==> config.mk <==
export PLATFORM = sky130hd
export DESIGN_NAME = spi_cmd_arbiter
export DESIGN_NICKNAME = d
export VERILOG_FILES = /design/src/rtl/spi_cmd_arbiter.sv
export SDC_FILE = /design/constraint.sdc
export NUM_CORES = 1
export LEC_CHECK = 0
export ABC_AREA = 1
export BUFFER_PORTS_ARGS = -buffer_cell sky130_fd_sc_hd__buf_4
export CORE_ASPECT_RATIO = 0.7
export CORE_UTILIZATION = 42
export DETAILED_ROUTE_END_ITERATION = 8
export GPL_ROUTABILITY_DRIVEN = 0
export PLACE_DENSITY = 0.77
export SYNTH_ARGS = -nofsm -noshare
export SYNTH_HDL_FRONTEND = slang
export SYNTH_SLANG_ARGS = --single-unit
==> constraint.sdc <==
create_clock -name clk_i -period 1.9 [get_ports clk_i]
set_input_delay 0.285 -clock clk_i [delete_from_list [all_inputs] [get_ports clk_i]]
set_output_delay 0.285 -clock clk_i [all_outputs]
set_load 0.01 [all_outputs]
==> src/rtl/spi_cmd_arbiter.sv <==
// ============================================================================
// Module  : spi_cmd_arbiter
// Purpose : Round-robin arbiter/sequencer sharing one SPI_driver between N_REQ
//           requesters. Optional WAIT timeout + driver abort: SPI_ARB_TIMEOUT_EN
// Revision: 1.0 - initial release
// ============================================================================
`timescale 1ns/1ps
`default_nettype none

module spi_cmd_arbiter #(
  parameter int N_REQ          = 4,
  parameter int PULSE_LEN      = 4,
  parameter int TIMEOUT_CYCLES = 65535,
  parameter int ABORT_LEN      = 4,
  localparam int IW            = $clog2(N_REQ)
) (
  input  logic               clk_i,
  input  logic               rstn_i,
  input  logic [N_REQ-1:0]   req_valid_i,
  output logic [N_REQ-1:0]   req_ready_o,
  input  logic [N_REQ-1:0]   req_is_write_i,
  input  logic [8*N_REQ-1:0] req_addr_i,
  input  logic [8*N_REQ-1:0] req_data_i,
  input  logic [8*N_REQ-1:0] req_num_i,
  output logic [N_REQ-1:0]   done_o,
  output logic               done_err_o,
  output logic               busy_o,
  output logic [IW-1:0]      grant_id_o,
  output logic               drv_new_command_o,
  output logic               drv_is_write_o,
  output logic [7:0]         drv_write_register_addr_o,
  output logic [7:0]         drv_write_data_o,
  output logic [7:0]         drv_start_read_register_addr_o,
  output logic [7:0]         drv_num_regs_to_read_o,
  input  logic               drv_write_complete_i,
  input  logic               drv_read_complete_i,
  output logic               drv_rstn_o
);

  localparam logic [2:0] S_IDLE  = 3'd0;
  localparam logic [2:0] S_ISSUE = 3'd1;
  localparam logic [2:0] S_WAIT  = 3'd2;
  localparam logic [2:0] S_DONE  = 3'd3;
`ifdef SPI_ARB_TIMEOUT_EN
  localparam logic [2:0] S_ABORT = 3'd4;
`endif

  logic [2:0]    state_q, state_d;
  logic [IW-1:0] ptr_q, ptr_d;
  logic [IW-1:0] grant_q, grant_d;
  logic [7:0]    cnt_q, cnt_d;
  logic          err_q, err_d;
  logic          reject_q, reject_d;
  logic          prev_wr_q, prev_wr_d;
  logic          prev_rd_q, prev_rd_d;
  logic          is_wr_q, is_wr_d;
  logic [7:0]    addr_q, addr_d;
  logic [7:0]    data_q, data_d;
  logic [7:0]    num_q, num_d;
`ifdef SPI_ARB_TIMEOUT_EN
  logic [15:0]   to_cnt_q, to_cnt_d;
`endif

  logic [IW-1:0]    win_idx;
  logic [IW-1:0]    scan_idx;
  logic             win_found;
  logic [N_REQ-1:0] win_oh;
  logic [N_REQ-1:0] grant_oh;
  logic             complete;

  // Scan from pointer+1 so the last winner has lowest priority next time.
  always_comb begin
    win_found = 1'b0;
    win_idx   = '0;
    scan_idx  = '0;
    for (int k = 1; k <= N_REQ; k++) begin
      scan_idx = IW'((int'(ptr_q) + k) % N_REQ);
      if (!win_found && req_valid_i[scan_idx]) begin
        win_found = 1'b1;
        win_idx   = scan_idx;
      end
    end
  end

  assign win_oh   = {{(N_REQ-1){1'b0}}, 1'b1} << win_idx;
  assign grant_oh = {{(N_REQ-1){1'b0}}, 1'b1} << grant_q;
  assign complete = is_wr_q ? (drv_write_complete_i & ~prev_wr_q)
                            : (drv_read_complete_i  & ~prev_rd_q);

  always_comb begin
    state_d   = state_q;
    ptr_d     = ptr_q;
    grant_d   = grant_q;
    cnt_d     = cnt_q;
    err_d     = err_q;
    reject_d  = reject_q;
    prev_wr_d = prev_wr_q;
    prev_rd_d = prev_rd_q;
    is_wr_d   = is_wr_q;
    addr_d    = addr_q;
    data_d    = data_q;
    num_d     = num_q;
`ifdef SPI_ARB_TIMEOUT_EN
    to_cnt_d  = to_cnt_q;
`endif
    case (state_q)
      S_IDLE: begin
        if (win_found) begin
          grant_d  = win_idx;
          ptr_d    = win_idx;
          is_wr_d  = req_is_write_i[win_idx];
          addr_d   = req_addr_i[{win_idx, 3'b000} +: 8];
          data_d   = req_data_i[{win_idx, 3'b000} +: 8];
          num_d    = req_num_i[{win_idx, 3'b000} +: 8];
          reject_d = !req_is_write_i[win_idx] &&
                     (req_num_i[{win_idx, 3'b000} +: 8] == 8'd0);
          err_d    = reject_d;
          cnt_d    = 8'd0;
          state_d  = S_ISSUE;
        end
      end
      S_ISSUE: begin
        if (reject_q) begin
          state_d = S_DONE;
        end else if (cnt_q == 8'(PULSE_LEN - 1)) begin
          // Flags already high here must not count as completion.
          prev_wr_d = drv_write_complete_i;
          prev_rd_d = drv_read_complete_i;
          state_d   = S_WAIT;
`ifdef SPI_ARB_TIMEOUT_EN
          to_cnt_d  = 16'd0;
`endif
        end else begin
          cnt_d = cnt_q + 8'd1;
        end
      end
      S_WAIT: begin
        prev_wr_d = drv_write_complete_i;
        prev_rd_d = drv_read_complete_i;
        if (complete) begin
          err_d   = 1'b0;
          state_d = S_DONE;
        end
`ifdef SPI_ARB_TIMEOUT_EN
        else if (to_cnt_q == 16'(TIMEOUT_CYCLES - 1)) begin
          cnt_d   = 8'd0;
          state_d = S_ABORT;
        end else begin
          to_cnt_d = to_cnt_q + 16'd1;
        end
`endif
      end
`ifdef SPI_ARB_TIMEOUT_EN
      S_ABORT: begin
        if (cnt_q == 8'(ABORT_LEN - 1)) begin
          err_d   = 1'b1;
          state_d = S_DONE;
        end else begin
          cnt_d = cnt_q + 8'd1;
        end
      end
`endif
      S_DONE:  state_d = S_IDLE;
      default: state_d = S_IDLE;
    endcase
  end

  always_ff @(posedge clk_i or negedge rstn_i) begin
    if (!rstn_i) begin
      state_q   <= S_IDLE;
      ptr_q     <= IW'(N_REQ - 1);
      grant_q   <= '0;
      cnt_q     <= 8'd0;
      err_q     <= 1'b0;
      reject_q  <= 1'b0;
      prev_wr_q <= 1'b0;
      prev_rd_q <= 1'b0;
      is_wr_q   <= 1'b0;
      addr_q    <= 8'd0;
      data_q    <= 8'd0;
      num_q     <= 8'd0;
`ifdef SPI_ARB_TIMEOUT_EN
      to_cnt_q  <= 16'd0;
`endif
    end else begin
      state_q   <= state_d;
      ptr_q     <= ptr_d;
      grant_q   <= grant_d;
      cnt_q     <= cnt_d;
      err_q     <= err_d;
      reject_q  <= reject_d;
      prev_wr_q <= prev_wr_d;
      prev_rd_q <= prev_rd_d;
      is_wr_q   <= is_wr_d;
      addr_q    <= addr_d;
      data_q    <= data_d;
      num_q     <= num_d;
`ifdef SPI_ARB_TIMEOUT_EN
      to_cnt_q  <= to_cnt_d;
`endif
    end
  end

  assign req_ready_o                    = (state_q == S_IDLE && win_found) ? win_oh : '0;
  assign done_o                         = (state_q == S_DONE) ? grant_oh : '0;
  assign done_err_o                     = (state_q == S_DONE) && err_q;
  assign busy_o                         = (state_q != S_IDLE);
  assign grant_id_o                     = grant_q;
  assign drv_new_command_o              = (state_q == S_ISSUE) && !reject_q;
  assign drv_is_write_o                 = is_wr_q;
  assign drv_write_register_addr_o      = addr_q;
  assign drv_write_data_o               = data_q;
  assign drv_start_read_register_addr_o = addr_q;
  assign drv_num_regs_to_read_o         = num_q;

`ifdef SPI_ARB_TIMEOUT_EN
  assign drv_rstn_o = (state_q != S_ABORT);
`else
  logic unused_cfg;
  assign unused_cfg = TIMEOUT_CYCLES[0] ^ ABORT_LEN[0];
  assign drv_rstn_o = 1'b1;
`endif

endmodule

`default_nettype wire

After elaboration in Yosys (flattened, before gate mapping) --
Index checks and enable logic that the tools add are counted.
Cells by class: $add $sub $neg 5, $lt $le $gt $ge 5, equality and inequality tests 10, shift operators 5, multiplexer cells 39, bitwise logic cells 4, reduce and logical (&&, ||, !) cells 23
Operator list (count):
- $shiftx A32 B6 Y8 | 3
- $mux W8 | 3
- $mux W1 | 16
- $pmux W8 S2 | 1
- $lt A2 B3 Y1 const B | 5
- $mux W3 | 4
- $bmux W1 S2 | 5
- $ne A2 B2 Y1 const B | 5
- $pmux W3 S3 | 1
- $reduce_and A3 Y1 | 3
- $add A8 B1 Y8 const B | 1
- $eq A8 B2 Y1 const B | 1
- $logic_not A8 Y1 | 1
- $mux W2 | 4
- $mux W4 | 2
- $shl A1 B2 Y4 const A | 2
- $logic_and A1 B1 Y1 | 7
- $eq A3 B2 Y1 const B | 2
- $pmux W1 S2 | 3
- $reduce_bool A2 Y1 | 3
- $logic_not A1 Y1 | 5
- $add A2 B1 Y2 const B | 2
- $add A2 B2 Y2 const B | 2
- $reduce_and A4 Y1 | 1
- 7 further kinds | 9
Word-level totals: flip-flop bits (word level) 44, bits of input ports 108, output and inout port bits 47, word-level logic and storage cells 103

Logic depth before layout (Yosys ltp) --
depth in word-level cells 19, mapped depth 19, mapped depth without buffers 17

Worst setup path after synthesis --
Ideal clock, no wire load.
path kind flip-flop to output port, start point reg ptr_q[0], end point out req_ready_o[0], arrival time 1810 ps, path slack -195 ps, stages on the path, launching flop included 13, path buffers 2, cell sequence dfstp_2 > buf_6 > inv_6 > nand2_1 > nand2_2 > nand2_2 > nand2_2 > nor2_4 > nand3_4 > nand2_4 > clkbuf_1 > nand2_1 > nor2_1
On the way: word-level cells in the longest chain between the ends 15
RTL lines:
- start, declared | RTL line 49 | logic [IW-1:0] ptr_q, ptr_d;
- start signal, assigned | RTL line 171 | ptr_q <= IW'(N_REQ - 1);
- start signal, assigned | RTL line 187 | ptr_q <= ptr_d;
- $add A2 B1 Y2 | RTL line 77 | scan_idx = IW'((int'(ptr_q) + k) % N_REQ);
- $bmux W1 S2 | RTL line 78 | if (!win_found && req_valid_i[scan_idx]) begin
- $mux W1 (not written as such) | RTL line 78
- $mux W1 | RTL line 78
- $logic_not A1 Y1 | RTL line 78
- $logic_and A1 B1 Y1 | RTL line 78
- $mux W1 | RTL line 78
- $logic_not A1 Y1 | RTL line 78
- $logic_and A1 B1 Y1 | RTL line 78
- $mux W1 | RTL line 78
- $logic_not A1 Y1 | RTL line 78
- $logic_and A1 B1 Y1 | RTL line 78
- $mux W2 or $mux W1 (tied branches) | RTL line 78
- $shl A1 B2 Y4 or $logic_and A1 B1 Y1 (tied branches) | RTL line 85, 204
- $mux W4 * | RTL line 204 | assign req_ready_o = (state_q == S_IDLE && win_found) ? win_oh : '0;
- end, declared | RTL line 20 | output logic [N_REQ-1:0] req_ready_o,
Every way passes the cells marked *; elsewhere a longest branch is shown, timed or not. The select of a mux whose other input is x is not followed.

Worst setup path in the final report --
start point reg ptr_q[0], end point out req_ready_o[2]
The elaborated chain is that of the path after synthesis.

==> qor.yml <==
status: "finished with violations"
violations: "negative setup slack"
die_w_um: 104
diodes: 0
core_area_sq_um: 6910
peakVddDrop_mv: 1.26
die_y_um: 73.4
htreeDepth: 2
wl_mm: 11.5
max_slew.worst_pin.slew_ns: 0.571
cts_made_buffers: 5
endpoint: "req_ready_o[2]"
synth-seq-cells: 43
reg2regPathDepth: 19
overflow: 0
layout_setup_ws_ns: -0.546
yosysMostFrequentCell: "nor2_1"
rsz0062_at_grt: "true"
root_buffer: "clkbuf_8"
critPathArrivalTime_ns: 2.16
synth_edf_count: 0
clockBufferDepth: 2
grt_pass1_wl_mm: 17.2
ys_seq_area_share_pct: 35.2
drive_above_1_share_pct: 46.8
slew_headroom_pct: 61.9
synth_flop_cell: "dfrtp_1"
antenna_found_initial: 0
design.die.area_sq_um: 7640
r2r-end: "err_q"
synth_top_area_share_pct: 33.5
clk_latency_ns: 0.30
period_minus_slack_ns: 2.45
hold_violations: 0
fin_skew_ns: 0.00806
r2r_slack_ns: -0.54
grt_start_max_net_pins: 44
hold-path-cell-count: 3
cellLeakagePower_nw: 2.67
yosys.area.top_type: "dfrtp_1"
port_buffers: 153
grt_usage_pct: 28.7
drc: 0
cp-end-kind: "primary output"
viasPerCell: 5.30
ant_nets: 0
stdcell_count: 750
cp_slowest_cell: "dfstp_2"
synth_nets: 569
path_depth: 12
startpoint_type: "register"
maxSlewViolCount: 0
synth.avg_cell_area_sq_um: 6.73
finalSetupViolations: 43
grt_pass1_vias: 3718
first_iter_violations: 236
numPlacedInstances: 720
vias: 3974
cts.reportedPaths.clkPinSlew_ns: 0.08
synth_cells: 455
path_max_fanout: 9
synthTopCellsByArea: "dfrtp_1, nor2_1, nand2_1"
pin_count: 155
ys_warn_count: 0
syn-cell-area_sq_um: 3060
wire_per_inst_um: 15.4
max_cap_violations: 0
path_cells: "clkinv_4 > nand2_2 > nand2_2 > nand2_4 > nand2_4 > nor2_4 > nand3_2 > nand3_4 > inv_8 > buf_12 > nor2_4 > buf_6"
power_density_nw_per_um2: 2380
min_period_over_period_pct: 129
fin_hold_ws_ns: 0.217
dp_slack_ns: -0.406
hpwlAfterDp_mm: 8.07
fp-row-count: 25
crit_family: "simple AND/OR/NAND/NOR gates"
synth_common_cells: "nor2_1, nand2_1, dfrtp_1, nand3_1, o21ai_0"
synthArstFlopShare_pct: 100
startpoint: "ptr_q[0]"
r2r-start: "ptr_q[0]"
area_growth_pct: 69.7
worstPathRequired_ns: 1.62
critical_path_class: "register to primary output"
final_net_count: 769
hold_class: "input port to register"
start_util_pct: 44.3
clock_sinks: 43
yosysUniqueCellTypes: 33
max_freq_mhz: 409
drt-pass1-iter-count: 5
tritoncts: "built"
cp_slowest_stage_delay_ns: 0.60
fillers: 476
cp_num_buf_inv: 4
[area by class of cell]
type	instances	area (sq um)	area share, %
multi-input combinational	342	1880	36.2
inverter	40	180	3.47
timing repair buffer	223	1860	35.7
clock buffer	7	76.3	1.47
clock inverter	1	5.00	0.0963
tap	94	118	2.26
sequential	43	1080	20.8
[layout by cell type, fill, tap and decap left out, drive strengths merged]
cell and n:
a21oi 8, a31oi 19, buf 220, clkbuf 9, clkinv 3, conb 1, dfrtp 41, dfstp 2
dlygate4sd3 1, ha 6, inv 38, mux2 1, nand2 93, nand3 41, nand3b 5, nand4 5
nor2 100, nor3 8, nor4 1, o21ai 50, o31ai 1, or2 1, xor2 2
[worst register-to-register path: stages, from the launching register on]
cell	delay, ns
dfstp_2	0.60
buf_12	0.14
nand2_2	0.07
nand2_2	0.13
nand2_2	0.07
nand2_2	0.09
nand2_2	0.08
nand2_2	0.07
nand2_2	0.06
nand2_4	0.10
nand2_4	0.06
buf_8	0.14
buf_12	0.15
nand2_1	0.08
nand3_2	0.07
nand2_2	0.07
nand2_1	0.06
nor2_2	0.13
nand4_1	0.12
nand2_1	0.09
[routing by layer]
metal / track usage, % / wire (um)
met5: 0 / 0
met4: 11.4 / 325
met3: 3.73 / 670
met2: 53.3 / 5770
met1: 34.4 / 4770
[registers in the layout (all words and copies together) (netlist names)]
name                            count
cnt_q                               8
drv_is_write_o                      1
drv_num_regs_to_read_o              8
drv_start_read_register_addr_o      8
drv_write_data_o                    8
err_q                               1
grant_id_o                          2
prev_rd_q                           1
prev_wr_q                           1
ptr_q                               2
reject_q                            1
state_q                             2
[cell families after synthesis]
family	after synthesis	share of synthesized area, %
flops	43	35.2
xor+xnor	2	0.572
fa+ha+maj	6	2.45
other cells	1	0.122
buf+inv	70	11.6
compound gates	78	13.6
mux	1	0.368
simple gates	254	36.0
[through the flow]
| step | util, % | power, mW | area (sq um) | setup TNS, ns |
|---|---|---|---|---|
| final | 75.1 | 12.4 | 5190 | -14.57 |
| after global routing | 75.1 | 13.2 | 5190 | -19.40 |
| after CTS | 71.5 | 11.1 | 4940 | -11.73 |
| after detailed placement | 66.6 | 9.61 | 4600 | -8.19 |
| after global placement | 66.6 | 9.36 | 4600 | -4.80 |
| after floorplan | - | 6.53 | 3130 | -1.05 |
[report_power, final]
| group | switching, mW | total [mW] | internal (mW) | leakage (nW) |
|---|---|---|---|---|
| combinational | 5.35 | 10.2 | 4.84 | 2.11 |
| clock | 0.321 | 0.580 | 0.259 | 0.0422 |
| sequential | 0.294 | 1.62 | 1.32 | 0.516 |
[worst min-delay path by stage]
stage / startpoint / end / slack [ns]
floorplan: rstn_i / cnt_q[0] / -0.01
finish: drv_write_complete_i / prev_wr_q / 0.22
global placement: rstn_i / drv_write_data_o[3] / 0.31
global route: drv_write_complete_i / prev_wr_q / 0.23
detailed placement: rstn_i / drv_write_data_o[3] / 0.32
CTS: drv_write_complete_i / prev_wr_q / 0.22
[what timing repair did]
item                                   in CTS  in global routing
endpoints found under the hold margin      13                  0
setup buffers                              13                  6
gates resized for setup                    47                 51
hold buffers                                1                  0
setup endpoints to repair                  45                 45
cloned                                      0                  2
pin swaps                                   8                 24
No activity file was read; power rests on OpenSTA's default activity.
